**src/rtl/alu_pkg.sv**
```systemverilog
// Shared opcode and FSM state definitions for the bit-serial ALU.
package alu_pkg;

    localparam logic [2:0] ALU_ADD  = 3'b000;
    localparam logic [2:0] ALU_SUB  = 3'b001;
    localparam logic [2:0] ALU_AND  = 3'b010;
    localparam logic [2:0] ALU_OR   = 3'b011;
    localparam logic [2:0] ALU_XOR  = 3'b100;
    localparam logic [2:0] ALU_SLLI = 3'b101;
    localparam logic [2:0] ALU_SRLI = 3'b110;
    localparam logic [2:0] ALU_MOV  = 3'b111;

    typedef enum logic [1:0] {
        IDLE  = 2'b00,
        SHIFT = 2'b01,
        STORE = 2'b10
    } state_t;

endpackage

```
**src/rtl/serial_alu_bit.sv**
```systemverilog
// Combinational one-bit ALU slice; carry out is only meaningful for ADD/SUB
// and is forced to 0 for every other op so the accumulator carry stays clear.
module serial_alu_bit
    import alu_pkg::*;
(
    input  logic       a,
    input  logic       b,
    input  logic       cin,
    input  logic [2:0] op,
    output logic       res,
    output logic       cout
);

    logic b_eff;

    always_comb begin
        res   = 1'b0;
        cout  = 1'b0;
        b_eff = (op == ALU_SUB) ? ~b : b;
        case (op)
            ALU_ADD, ALU_SUB: begin
                res  = a ^ b_eff ^ cin;
                cout = (a & b_eff) | (a & cin) | (b_eff & cin);
            end
            ALU_AND:            res = a & b;
            ALU_OR:             res = a | b;
            ALU_XOR:            res = a ^ b;
            ALU_SLLI, ALU_SRLI: res = a;
            ALU_MOV:            res = b;
            default:            res = 1'b0;
        endcase
    end

endmodule

```
**src/rtl/serial_alu_acc.sv**
```systemverilog
// Bit-serial ALU with accumulator: shifts WIDTH operand bits LSB-first through
// a one-bit ALU, then issues a single parallel write-back strobe.
module serial_alu_acc
    import alu_pkg::*;
#(
    parameter int WIDTH = 8,
    parameter int CNT_W = 3
) (
    input  logic             clk,
    input  logic             rstn,
    input  logic             start,
    input  logic [2:0]       alu_op,
    input  logic             rs1_bit,
    input  logic             rs2_bit,
    output logic             reg_shift_en,
    output logic             reg_store_en,
    output logic [WIDTH-1:0] acc_out,
    output logic             busy,
    output logic             done,
    output logic             carry_flag,
    output logic             zero_flag
);

    state_t             state, state_next;
    logic [CNT_W-1:0]   cnt;
    logic [2:0]         op_q;
    logic               carry;
    logic               res;
    logic               cout;
    logic               is_arith;
    logic               last_bit;

    assign is_arith = (op_q == ALU_ADD) || (op_q == ALU_SUB);
    assign last_bit = (cnt == CNT_W'(WIDTH - 1));

    serial_alu_bit u_alu_bit (
        .a    (rs1_bit),
        .b    (rs2_bit),
        .cin  (carry),
        .op   (op_q),
        .res  (res),
        .cout (cout)
    );

    always_ff @(posedge clk or negedge rstn) begin
        if (!rstn) state <= IDLE;
        else       state <= state_next;
    end

    // Strobes are pure state decodes so the register file sees exactly WIDTH shifts.
    always_comb begin
        state_next   = state;
        reg_shift_en = 1'b0;
        reg_store_en = 1'b0;
        done         = 1'b0;
        busy         = 1'b1;
        case (state)
            IDLE: begin
                busy = 1'b0;
                if (start) state_next = SHIFT;
            end
            SHIFT: begin
                reg_shift_en = 1'b1;
                if (last_bit) state_next = STORE;
            end
            STORE: begin
                reg_store_en = 1'b1;
                done         = 1'b1;
                state_next   = IDLE;
            end
            default: state_next = IDLE;
        endcase
    end

    always_ff @(posedge clk or negedge rstn) begin
        if (!rstn) begin
            cnt        <= '0;
            op_q       <= ALU_ADD;
            carry      <= 1'b0;
            acc_out    <= '0;
            carry_flag <= 1'b0;
            zero_flag  <= 1'b0;
        end else begin
            case (state)
                IDLE: begin
                    if (start) begin
                        op_q  <= alu_op;
                        cnt   <= '0;
                        carry <= (alu_op == ALU_SUB);
                    end
                end
                SHIFT: begin
                    acc_out <= {res, acc_out[WIDTH-1:1]};
                    carry   <= is_arith ? cout : 1'b0;
                    cnt     <= cnt + 1'b1;
                end
                STORE: begin
                    carry_flag <= is_arith & carry;
                    zero_flag  <= (acc_out == '0);
                end
                default: ;
            endcase
        end
    end

endmodule

```
**config.mk**
```make
export PLATFORM = sky130hd
export DESIGN_NAME = serial_alu_acc
export DESIGN_NICKNAME = d
export VERILOG_FILES = /design/src/rtl/alu_pkg.sv /design/src/rtl/serial_alu_bit.sv /design/src/rtl/serial_alu_acc.sv
export SDC_FILE = /design/constraint.sdc
export NUM_CORES = 1
export LEC_CHECK = 0
export ABC_CLOCK_PERIOD_IN_PS = 1700
export CAP_MARGIN = 20
export CORE_AREA = 2 2 50 52
export DETAILED_ROUTE_END_ITERATION = 7
export DIE_AREA = 0 0 52 54
export PLACE_DENSITY = 0.71
export SLEW_MARGIN = 20
export SYNTH_ARGS = -nofsm -noshare
export SYNTH_HDL_FRONTEND = slang
export SYNTH_SLANG_ARGS = --single-unit
```
**constraint.sdc**
```tcl
create_clock -name clk -period 1.7 [get_ports clk]
set_clock_uncertainty 0.15 [all_clocks]
set_input_delay 0.17 -clock clk [delete_from_list [all_inputs] [get_ports clk]]
set_output_delay 0.17 -clock clk [all_outputs]
set_load 0.03 [all_outputs]
```
; Word level (Yosys, flattened, before mapping)
; Index checks and enable logic that the tools add are counted.
[op_classes]
n_bitwise = 12
reduce_logical = 10
add_sub_neg = 1
n_eq_ne = 13
mux = 14
[op_table]
columns = cell, count
row1 = "3-bit == test, second input constant", 5
row2 = 8-bit logical NOT, 1
row3 = 1-bit 2-to-1 mux, 7
row4 = "3-bit by 1-bit == test with 1-bit output, second input constant", 2
row5 = "3-bit by 2-bit == test with 1-bit output, second input constant", 2
row6 = 1-bit one-hot mux with 6 select lines, 1
row7 = 3-bit one-hot mux with 2 select lines, 1
row8 = 2-bit AND reduction, 3
row9 = 1-bit bitwise AND, 5
row10 = 2-bit 2-to-1 mux, 2
row11 = "2-bit inequality test, second input constant", 2
row12 = 2-bit one-hot mux with 2 select lines, 1
row13 = 2-bit OR reduction, 2
row14 = "3-bit by 1-bit adder with 3-bit output, second input constant", 1
row15 = 3-bit logical NOT, 1
row16 = 3-bit 2-to-1 mux, 1
row17 = 1-bit bitwise OR, 3
row18 = 1-bit bitwise XOR, 3
row19 = "2-bit by 1-bit == test with 1-bit output, second input constant", 1
row20 = "2-bit == test, second input constant", 1
row21 = 2-bit logical NOT, 1
row22 = 1-bit one-hot mux with 2 select lines, 1
row23 = 2-bit nonzero test, 1
row24 = 1-bit logical OR, 1
row25 = 1-bit NOT, 1
[totals]
output_inout_bits = 14
reg_bits = 19
input_bits = 8
wordCells = 57

; Logic depth before layout (Yosys ltp)
; Gate-level depths: netlist of the first run.
[logic_depth]
depth_word = 8
mapped_depth = 6
ltp_nobuf = 6

; Cells and area by module
; From an unflattened synthesis of the first run, not the netlist that was laid out.
[hier_totals]
hier_cells = 81
area_unflattened_um2 = 988.4
[by_module_without_submodules]
columns = module, seq_area_each_um2, instances, area_per_inst_um2, cells_per_inst
row1 = serial_alu_acc, 475.5, 1, 847.1, 63
row2 = serial_alu_bit, 0.0, 1, 141.4, 18

; Least setup slack after synthesis of the first run
; Ideal clock, no wire load.
[synth_path]
path_type = register to register
from = register op_q[1]
to = register acc_out[7]
required_ps = 1422
path_stages_with_launch = 7
path_slack_ps = -83
period_less_slack_ps = 1783
arrival_ps = 1504
path_buffers = 0
setup_time_ps = 128
path_cell_list = dfrtp_1 > nor2_1 > nand2_1 > xnor2_1 > fa_1 > o31ai_1 > o21ai_1
[synth_via]
elab_chain_len = 5
word_cells_on_any_way = 14
classes_between = eq/ne: 7 / mux: 2 / bitwise: 2 / reduce/logical: 3
[synth_rtl]
columns = item, line
row1 = "start, declared", serial_alu_acc.sv:26  ; logic [2:0] op_q;
row2 = "start signal, assigned", serial_alu_acc.sv:87  ; op_q <= alu_op;
row3 = 3-bit by 1-bit == test with 1-bit output, "serial_alu_bit.sv:19, serial_alu_bit.sv:20"
row4 = 1-bit 2-to-1 mux, serial_alu_bit.sv:19  ; b_eff = (op == ALU_SUB) ? ~b : b;
row5 = 1-bit bitwise XOR (2 in a row), serial_alu_bit.sv:22  ; res = a ^ b_eff ^ cin;
row6 = 1-bit one-hot mux with 6 select lines (*), serial_alu_bit.sv:20  ; case (op)
row7 = "end signal, assigned", serial_alu_acc.sv:93  ; acc_out <= {res, acc_out[WIDTH-1:1]};
row8 = "end, declared", serial_alu_acc.sv:17  ; output logic [WIDTH-1:0] acc_out,
; Every way passes the cells marked *; elsewhere a longest branch is shown, timed or not.
; A chain may end at the register's enable or synchronous reset.

; Worst setup path in the final report of the first run
[layout_path]
from = register op_q[2]
to = register acc_out[7]
; The elaborated chain is that of the path after synthesis.

==> impl_metrics.toml, run 1 <==
[routing]
dr.pass1.iters = 3
routed.top_layer = "met3"
dr.first_iter.drc_count = 4
drc = 0
vias = 753
drt_wl_total_um = 1730
final_antenna_net_count = 0
wl_met2_um = 901
viasPerCell = 4.74
wl_met1_um = 737
wl_per_cell_um = 10.9
met3_wirelength_um = 93

[timing]
setup_viol = 1
min_period_over_period = 1.03
hold_viol = 0
hold_ws_ps = 47.3
fin_crit_ps = 1750
rsz0062_at_grt = "yes"
final_max_slew_viol_count = 0
setup_ws_ps = -47.1
tightestPinTransition_ps = 338
fmax_mhz = 572
tns_ps = -47.1
relSlewSlack = 0.775

[critical_path]
critical_path_buf_inv_count = 0
cp_slowest_cell = "fa_1"
cp.depth = 6
r2r_slack_ps = -50
critPathMaxFanout = 2
crit_start = "op_q[2]$_DFFE_PN0P_"
r2r_cells = 6
critPathTopFamily = "adder cells"
r2r_start = "op_q[2]$_DFFE_PN0P_"
worstReg2RegEnd = "acc_out[7]$_DFFE_PN0P_"
path_class = "reg -> reg"
crit_required_ps = 1730
cp-end-kind = "flip-flop"
start_kind = "flip-flop"
critPathArrivalTime_ps = 1780
max_stage_delay_ps = 450
setup.worst_path.end = "acc_out[7]$_DFFE_PN0P_"
worstPathCellList = "nor2_2, nand2_2, xnor2_2, fa_1, o31ai_2, o21ai_1"

[place]
hpwlAfterDp_um = 1300
gp_congestion = 0.750
dp_cells = 154
io_buffers = 21
place_area_sq_mm = 0.00120

[worst_hold_path]
min_path_type = "in -> async"

[layout]
drive_above_1_share = 0.163
nFillCells = 225
syn_to_final_growth_pct = 34.2
diodes = 0
layoutNonFillerInstCount = 159
final_area_sq_mm = 0.00125
layout.nets = 143

[clock_network]
ctsRootBufferMaster = "clkbuf_4"
clock_path_buffers = 2
cts_buffers = 3
cts_hold_buf = 0
worst_skew_pair.late_latency_ps = 290
cts_tree = "built"
cts_max_level = 1
clkSlewWorstSetupHoldPaths_ps = 100
clock-sinks = 19

[logic_synthesis]
muxShareOfSynthArea = 0.0470
avgSynthCellArea_sq_um = 9.32
synthAdderAreaFrac = 0.0752
synth_seq_area_share = 0.510
synth_compound_area_frac = 0.0832
synth_cell_types = 24
synth_top_family_by_area = "simple AND/OR/NAND/NOR gates"
synthesis.nets = 113
ys_warn_count = 0
ys_ff_latch = 19
synthSimpleGateAreaFrac = 0.216
synth_cells = 100
syn_area_sq_um = 932
synth_xor_area_frac = 0.00940

[grt]
grt_overflow = 0
antenna_found_initial = 0
grt_usage = 0.141
grt_pass1_vias = 736
grt_pass1_wl_um = 2920
grt_max_degree = 20

[pwr]
p_leak_nw = 0.643
vdd_drop_max_mv = 0.938
p_per_area_mw_per_mm2 = 1830

[flow_run]
drv_cap = 0

[floorplan]
die_w_um = 52
pin_count = 22
die_area_sq_mm = 0.00281
core_sq_mm = 0.00232
start_util = 0.402
row_count = 18
die_h_um = 54

[run_status]
violations = "setup timing"
status = "finished with violations"
## placed cells by master, fill, tap and decap left out, drive strengths merged, types with 3 or more instances in the layout
| cell type | count |
|---|---|
| nand2 | 33 |
| dfrtp | 19 |
| buf | 10 |
| o21ai | 9 |
| clkdlybuf4s50 | 8 |
| dlygate4sd2 | 8 |
| inv | 4 |
| ha | 4 |
| clkbuf | 4 |
| nand2b | 3 |
| nand3 | 3 |
| mux2 | 3 |
| nor2 | 3 |
## kinds of logic (layout without fill, tap and decap cells)
logic type,after synthesis,after routing
simple gates,47,47
flops,19,19
compound gates,14,14
buf+inv,10,39
fa+ha+maj,5,5
mux,4,4
xor+xnor,1,1
## worst register-to-register path, cell delays in order (launching register included)
cell,delay (ps)
dfrtp_1,400
nor2_2,140
nand2_2,80
xnor2_2,130
fa_1,450
o31ai_2,200
o21ai_1,80
## metrics by stage
stage	power [mW]	setup WS, ps	utilization
floorplan	1.63	-49.2	-
global placement	2.05	-162	0.519
detailed placement	2.09	-250	0.519
CTS	2.25	-75.0	0.525
global route	2.50	-132	0.539
finish	2.29	-47.1	0.539
## flip-flops by register name, summed over array words and instances, names as in the netlist
register    flops
carry_flag      1
cnt             3
op_q            3
zero_flag       1
state           2
carry           1
acc_out         8
## final cells by class
class	count	area, sq um	area share
clock buffer	4	26.3	0.0210
timing repair buffer	30	270	0.216
inverter	5	22.5	0.0180
multi-input combinational	71	419	0.335
tap	30	37.5	0.0300
sequential	19	475	0.380
## how the worst min path moves through the flow
stage | from | to | cells past startpoint
2_1_floorplan | rstn | acc_out[0]$_DFFE_PN0P_ | 0
3_3_place_gp | zero_flag$_DFFE_PN0P_ | zero_flag$_DFFE_PN0P_ | 2
3_5_place_dp | zero_flag$_DFFE_PN0P_ | zero_flag$_DFFE_PN0P_ | 2
4_1_cts | rstn | acc_out[4]$_DFFE_PN0P_ | 2
5_1_grt | rstn | acc_out[3]$_DFFE_PN0P_ | 2
6_report | rstn | acc_out[3]$_DFFE_PN0P_ | 2
## what timing repair did
action | CTS | global route
setup endpoints to repair | 11 | 6
buffers inserted | 0 | 1
pin swaps | 0 | 0
resized for setup | 10 | 8
## synth_stat cells
master    instances  area, sq um
nor4_1            2         12.5
o31ai_1           1         7.51
inv_1             5         18.8
nor2_1            3         11.3
ha_1              4         50.1
and2_1            2         12.5
buf_6             1         11.3
fa_1              1         20.0
a21oi_1           2         10.0
o21ai_0           7         35.0
clkbuf_2          1         5.00
dfrtp_1          19          475
nand3_1           3         15.0
buf_4             2         15.0
nand2_1          33          124
o21ai_1           2         10.0
nand3b_1          1         7.51
a221oi_1          1         8.76
a31oi_1           1         6.26
buf_2             1         5.00
mux2i_1           1         10.0
mux2_2            3         33.8
xnor2_1           1         8.76
nand2b_1          3         18.8
## routing by layer
layer | GRT usage | vias to the layer above
met5 | 0 | -
met4 | 0.0526 | 0
met3 | 0.0333 | 0
met2 | 0.251 | 15
met1 | 0.164 | 357
li1 | - | 381
## report_power, final
group	internal, mW	switching (mW)	total, mW
clock network	0.0912	0.133	0.224
registers	0.657	0.153	0.810
logic	0.525	0.736	1.26
No activity file was read; power rests on OpenSTA's default activity.
==> inputs of run 2 (changes only) <==
--- a/config.mk
+++ b/config.mk
@@ -5,7 +5,7 @@
 export SDC_FILE = /design/constraint.sdc
 export NUM_CORES = 1
 export LEC_CHECK = 0
-export ABC_CLOCK_PERIOD_IN_PS = 1700
+export ABC_CLOCK_PERIOD_IN_PS = 1400
 export CAP_MARGIN = 20
 export CORE_AREA = 2 2 50 52
 export DETAILED_ROUTE_END_ITERATION = 7
==> constraint.sdc (replaced) <==
create_clock -name clk -period 1.4 [get_ports clk]
set_clock_uncertainty 0.15 [all_clocks]
set_input_delay 0.14 -clock clk [delete_from_list [all_inputs] [get_ports clk]]
set_output_delay 0.14 -clock clk [all_outputs]
set_load 0.03 [all_outputs]
==> run 2 against run 1 <==
- the flow still finishes with violations (setup timing)
- utilization rose by 7.2 points
- clock-buffer cell count fell by 1
- final area rose by 13%
- critical path depth did not move
- register-to-register slack got worse by 300 ps
- final cell count rose by 9.4%
- non-clock buffer count rose by 15
- highest routed layer is now met4
==> impl_metrics.toml, run 2 (synthesis gave the netlist of run 1 again) <==
[run_status]
status = "finished with violations"
violations = "setup timing"

[critical_path]
r2r_cells = 6
cp-end-kind = "flip-flop"
max_stage_delay_ps = 440
worstReg2RegEnd = "acc_out[7]$_DFFE_PN0P_"
critPathMaxFanout = 2
crit_required_ps = 1450
path_class = "reg -> reg"
r2r_slack_ps = -350
critPathArrivalTime_ps = 1800
r2r_start = "op_q[1]$_DFFE_PN0P_"
worstPathCellList = "nor2_2, nand2_2, xnor2_2, fa_1, o31ai_2, o21ai_1"
start_kind = "flip-flop"
cp_slowest_cell = "fa_1"

[layout]
layout.nets = 158
regMostFlops = "acc_out"
syn_to_final_growth_pct = 52.2
drive_above_1_share = 0.326
diodes = 0
final_util = 0.612
nFillCells = 198
final_cell_mix = "nand2_1 (32), buf_4 (21), dfrtp_1 (19)"
largest_reg_flops = 8
reg_top3 = "acc_out x8, cnt x3, op_q x3"
final_common_cell = "nand2_1"

[clock_network]
ctsRootBufferMaster = "clkbuf_4"
cts_hold_buf = 0
cts_max_level = 1
cts_tree = "built"
clkSlewWorstSetupHoldPaths_ps = 110
cts_buffers = 3
clock-sinks = 19
worst_skew_pair.late_latency_ps = 310
clock_path_buffers = 2

[routing]
dr.pass1.iters = 4
drc = 0
drt_wl_total_um = 2010
final_antenna_net_count = 0
dr.first_iter.drc_count = 3
vias = 843
wl_per_cell_um = 11.6
viasPerCell = 4.84

[floorplan]
die_area_sq_mm = 0.00281
start_util = 0.402
row_count = 18
pin_count = 22
die_h_um = 54
die_w_um = 52
core_sq_mm = 0.00232

[grt]
grt_overflow = 0
grt_max_degree = 20
grt_pass1_wl_um = 3490
antenna_found_initial = 0
grt_usage = 0.171
grt_pass1_vias = 829

[timing]
final_max_slew_viol_count = 0
fmax_mhz = 573
hold_viol = 0
rsz0062_at_grt = "yes"
setup_ws_ps = -346
tightestPinTransition_ps = 306
relSlewSlack = 0.797
min_period_over_period = 1.25
fin_crit_ps = 1750
setup_viol = 5

[flow_run]
drv_cap = 0

[place]
io_buffers = 21
gp_congestion = 0.771
hpwlAfterDp_um = 1460

[pwr]
switching_share = 0.427
pwr-share-comb = 0.618
p_per_area_mw_per_mm2 = 2280
p_seq_frac = 0.293
total_power_mw = 3.23
p_int_mw = 1.85
pwr-share-clk = 0.090
p_leak_nw = 0.716
power.switching_mw = 1.38
vdd_drop_max_mv = 1.32

[worst_hold_path]
min_path_type = "in -> async"
-- run 2: cell type report --
type,instances,area [sq um],area share
timing repair buffer,45,398,0.280
clock buffer,3,22.5,0.0159
tap,30,37.5,0.0265
multi-input combinational,71,457,0.322
sequential,19,475,0.335
inverter,5,23.8,0.0168
clock inverter,1,5.00,0.00353
-- run 2: metrics by stage --
stage                     hold WS [ps]  setup WS [ps]  setup TNS [ps]  area, sq um  cells
after global placement             319           -407            -961         1280    165
after global routing              23.8           -408           -1000         1420    174
after CTS                         10.6           -344            -837         1370    172
final                             4.42           -346            -733         1420    174
after detailed placement           341           -510           -1130         1280    165
after floorplan                   -306           -349            -501          935    100
-- run 2: how the worst max path moves through the flow --
stage	from	to	slack, ps	cells after the start
2_1_floorplan	op_q[2]$_DFFE_PN0P_	acc_out[7]$_DFFE_PN0P_	-350	6
3_3_place_gp	rs2_bit	acc_out[7]$_DFFE_PN0P_	-410	7
3_5_place_dp	rs2_bit	acc_out[7]$_DFFE_PN0P_	-510	7
4_1_cts	op_q[2]$_DFFE_PN0P_	acc_out[7]$_DFFE_PN0P_	-340	6
5_1_grt	op_q[1]$_DFFE_PN0P_	acc_out[7]$_DFFE_PN0P_	-410	6
6_report	op_q[1]$_DFFE_PN0P_	acc_out[7]$_DFFE_PN0P_	-350	6
-- run 2: power by group through the flow --
stage	Combinational [mW]	Sequential (mW)	Clock, mW
global placement	1.74	0.937	0
CTS	1.86	0.939	0.299
finish	1.99	0.945	0.290
global route	2.19	0.979	0.319
floorplan	0.740	1.24	0
detailed placement	1.79	0.953	0
-- run 2: what timing repair did --
item | in CTS | in global routing
gates resized for setup | 27 | 21
setup endpoints to repair | 19 | 17
gates cloned | 0 | 0
buffers inserted | 3 | 2
pin swaps | 0 | 3
-- run 2: per-layer routing --
| layer | GRT usage | routed length [um] | vias up |
|---|---|---|---|
| li1 | - | - | 414 |
| met1 | 0.204 | 832 | 404 |
| met2 | 0.310 | 1050 | 20 |
| met3 | 0.0278 | 90 | 5 |
| met4 | 0.0658 | 39 | 0 |
| met5 | 0 | 0 | - |
-- run 2: critical path, delay by kind of cell (launching register included) --
kind	cells	cell delay (ps)
compound gates	2	270
fa+ha+maj	1	440
simple gates	2	230
flops	1	410
xor+xnor	1	140
==> inputs of run 3 (changes only) <==
--- a/config.mk
+++ b/config.mk
@@ -11,6 +11,7 @@
 export DETAILED_ROUTE_END_ITERATION = 7
 export DIE_AREA = 0 0 52 54
 export PLACE_DENSITY = 0.71
+export REMOVE_ABC_BUFFERS = 1
 export SLEW_MARGIN = 20
 export SYNTH_ARGS = -nofsm -noshare
 export SYNTH_HDL_FRONTEND = slang
==> run 3 against run 2 <==
- the run still ends with setup timing left
- via count down 2.5%
- routed wire length decreased by 2.3%
- clock power is 3% lower
- die area unchanged
- clock-buffer cell count unchanged
- non-clock buffer count shrank 1
- final area shrank 0.18%
- sequential power increased by 1%
- total power increased by 0.32%
- worst setup slack worse by 5.7 ps
- highest routed layer unchanged
==> impl_metrics.toml, run 3 (synthesis gave the netlist of run 1 again) <==
[timing]
relSlewSlack = 0.798
rsz0062_at_grt = "yes"
setup_ws_ps = -352
tightestPinTransition_ps = 304
final_max_slew_viol_count = 0
hold_viol = 0
min_period_over_period = 1.25
setup_viol = 5
hold_ws_ps = 13.0
fin_crit_ps = 1750
fmax_mhz = 571

[grt]
antenna_found_initial = 0
grt_max_degree = 20
grt_pass1_wl_um = 3390
grt_overflow = 0
grt_usage = 0.164
grt_pass1_vias = 783

[floorplan]
start_util = 0.402
row_count = 18
die_w_um = 52
pin_count = 22
die_h_um = 54
core_sq_mm = 0.00232
die_area_sq_mm = 0.00281

[pwr]
p_per_area_mw_per_mm2 = 2290
p_leak_nw = 0.711
switching_share = 0.430
power.switching_mw = 1.39
p_seq_frac = 0.295
p_int_mw = 1.85
total_power_mw = 3.24
pwr-share-clk = 0.086
pwr-share-comb = 0.619
vdd_drop_max_mv = 1.28

[layout]
largest_reg_flops = 8
final_cell_mix = "nand2_1 (30), buf_4 (19), dfrtp_1 (18), buf_6 (8)"
regMostFlops = "acc_out"
drive_above_1_share = 0.357
final_common_cell = "nand2_1"
syn_to_final_growth_pct = 51.9
diodes = 0
reg_top3 = "acc_out x8, cnt x3, op_q x3"
layout.nets = 157

[critical_path]
path_class = "reg -> reg"
critPathArrivalTime_ps = 1780
crit_required_ps = 1430
start_kind = "flip-flop"
cp-end-kind = "flip-flop"
critPathMaxFanout = 2

[run_status]
violations = "setup timing"
status = "finished with violations"

[clock_network]
clock_path_buffers = 2
worst_skew_pair.late_latency_ps = 300
cts_tree = "built"
ctsRootBufferMaster = "clkbuf_4"
clock-sinks = 19
cts_max_level = 1
cts_buffers = 3
clkSlewWorstSetupHoldPaths_ps = 120
cts_hold_buf = 0

[routing]
dr.pass1.iters = 4
dr.first_iter.drc_count = 9
drt_wl_total_um = 1970
final_antenna_net_count = 0
drc = 0
wl_per_cell_um = 11.4
vias = 822
viasPerCell = 4.75

[flow_run]
drv_cap = 0

[place]
gp_congestion = 0.790
hpwlAfterDp_um = 1450
io_buffers = 21
dp_slack_ps = -484

[worst_hold_path]
min_path_type = "in -> async"
## run 3: cell types whose count changed in the layout (fill, tap and decap cells not counted), moves of 2 or more
cell,delta
dlygate4sd2_1,+3
buf_4,-2
mux2_2,+3
mux2_4,-3
nand2_1,-2
clkdlybuf4s15_1,-3
## run 3: worst paths after layout
path                                  startpoint                      to  slack [ps]  depth (start not counted)
setup / recovery             op_q[1]$_DFFE_PN0P_  acc_out[7]$_DFFE_PN0P_        -350                          6
hold / removal                              rstn  acc_out[4]$_DFFE_PN0P_          10                          2
setup reg to reg             op_q[1]$_DFFE_PN0P_  acc_out[7]$_DFFE_PN0P_        -350                          6
hold reg to reg            zero_flag$_DFFE_PN0P_   zero_flag$_DFFE_PN0P_         350                          2
max in group asynchronous                   rstn    state[0]$_DFFE_PN0P_         870                          2
min in group clk                       alu_op[0]       carry$_DFFE_PN0P_         290                          3
## run 3: power by group through the flow
stage	Clock (mW)	Sequential [mW]	Combinational, mW
after floorplan	0	1.23	0.666
after global placement	0	0.931	1.73
after detailed placement	0	0.947	1.79
after CTS	0.285	0.950	1.86
after global routing	0.307	0.988	2.21
final	0.280	0.955	2.00
## run 3: timing repair
action | 4_1_cts | 5_1_grt
gates resized for setup | 23 | 28
pin swaps | 0 | 4
endpoints found under the setup margin | 19 | 20
buffers inserted | 3 | 2
## run 3: through the flow
| stage | util | cells | cell area [sq um] | TNS, ps |
|---|---|---|---|---|
| 6_report | 0.611 | 173 | 1420 | -589 |
| 5_1_grt | 0.611 | 173 | 1420 | -852 |
| 4_1_cts | 0.584 | 172 | 1360 | -730 |
| 3_5_place_dp | 0.551 | 165 | 1280 | -902 |
| 3_3_place_gp | 0.551 | 165 | 1280 | -812 |
| 2_1_floorplan | - | 95 | 896 | -1400 |
## run 3: area by class of cell
class                      instances  area, sq um
sequential                        19          477
tap                               30         37.5
multi-input combinational         71          460
fill                             214          903
clock inverter                     1         5.00
clock buffer                       3         22.5
timing repair buffer              44          390
inverter                           5         23.8
## run 3: worst max-delay path, cell delays in order (launching register included)
cell and delay (ps):
dfrtp_1 400, nor2_2 140, nand2_2 80, xnor2_2 140, fa_2 460, o31ai_2 200, o21ai_1 80
## run 3: routing by layer
metal,vias to the layer above,wire length [um],track usage
met1,386,853,0.193
li1,415,-,-
met5,-,0,0
met2,19,1010,0.308
met3,2,88,0.0278
met4,0,9,0.0395
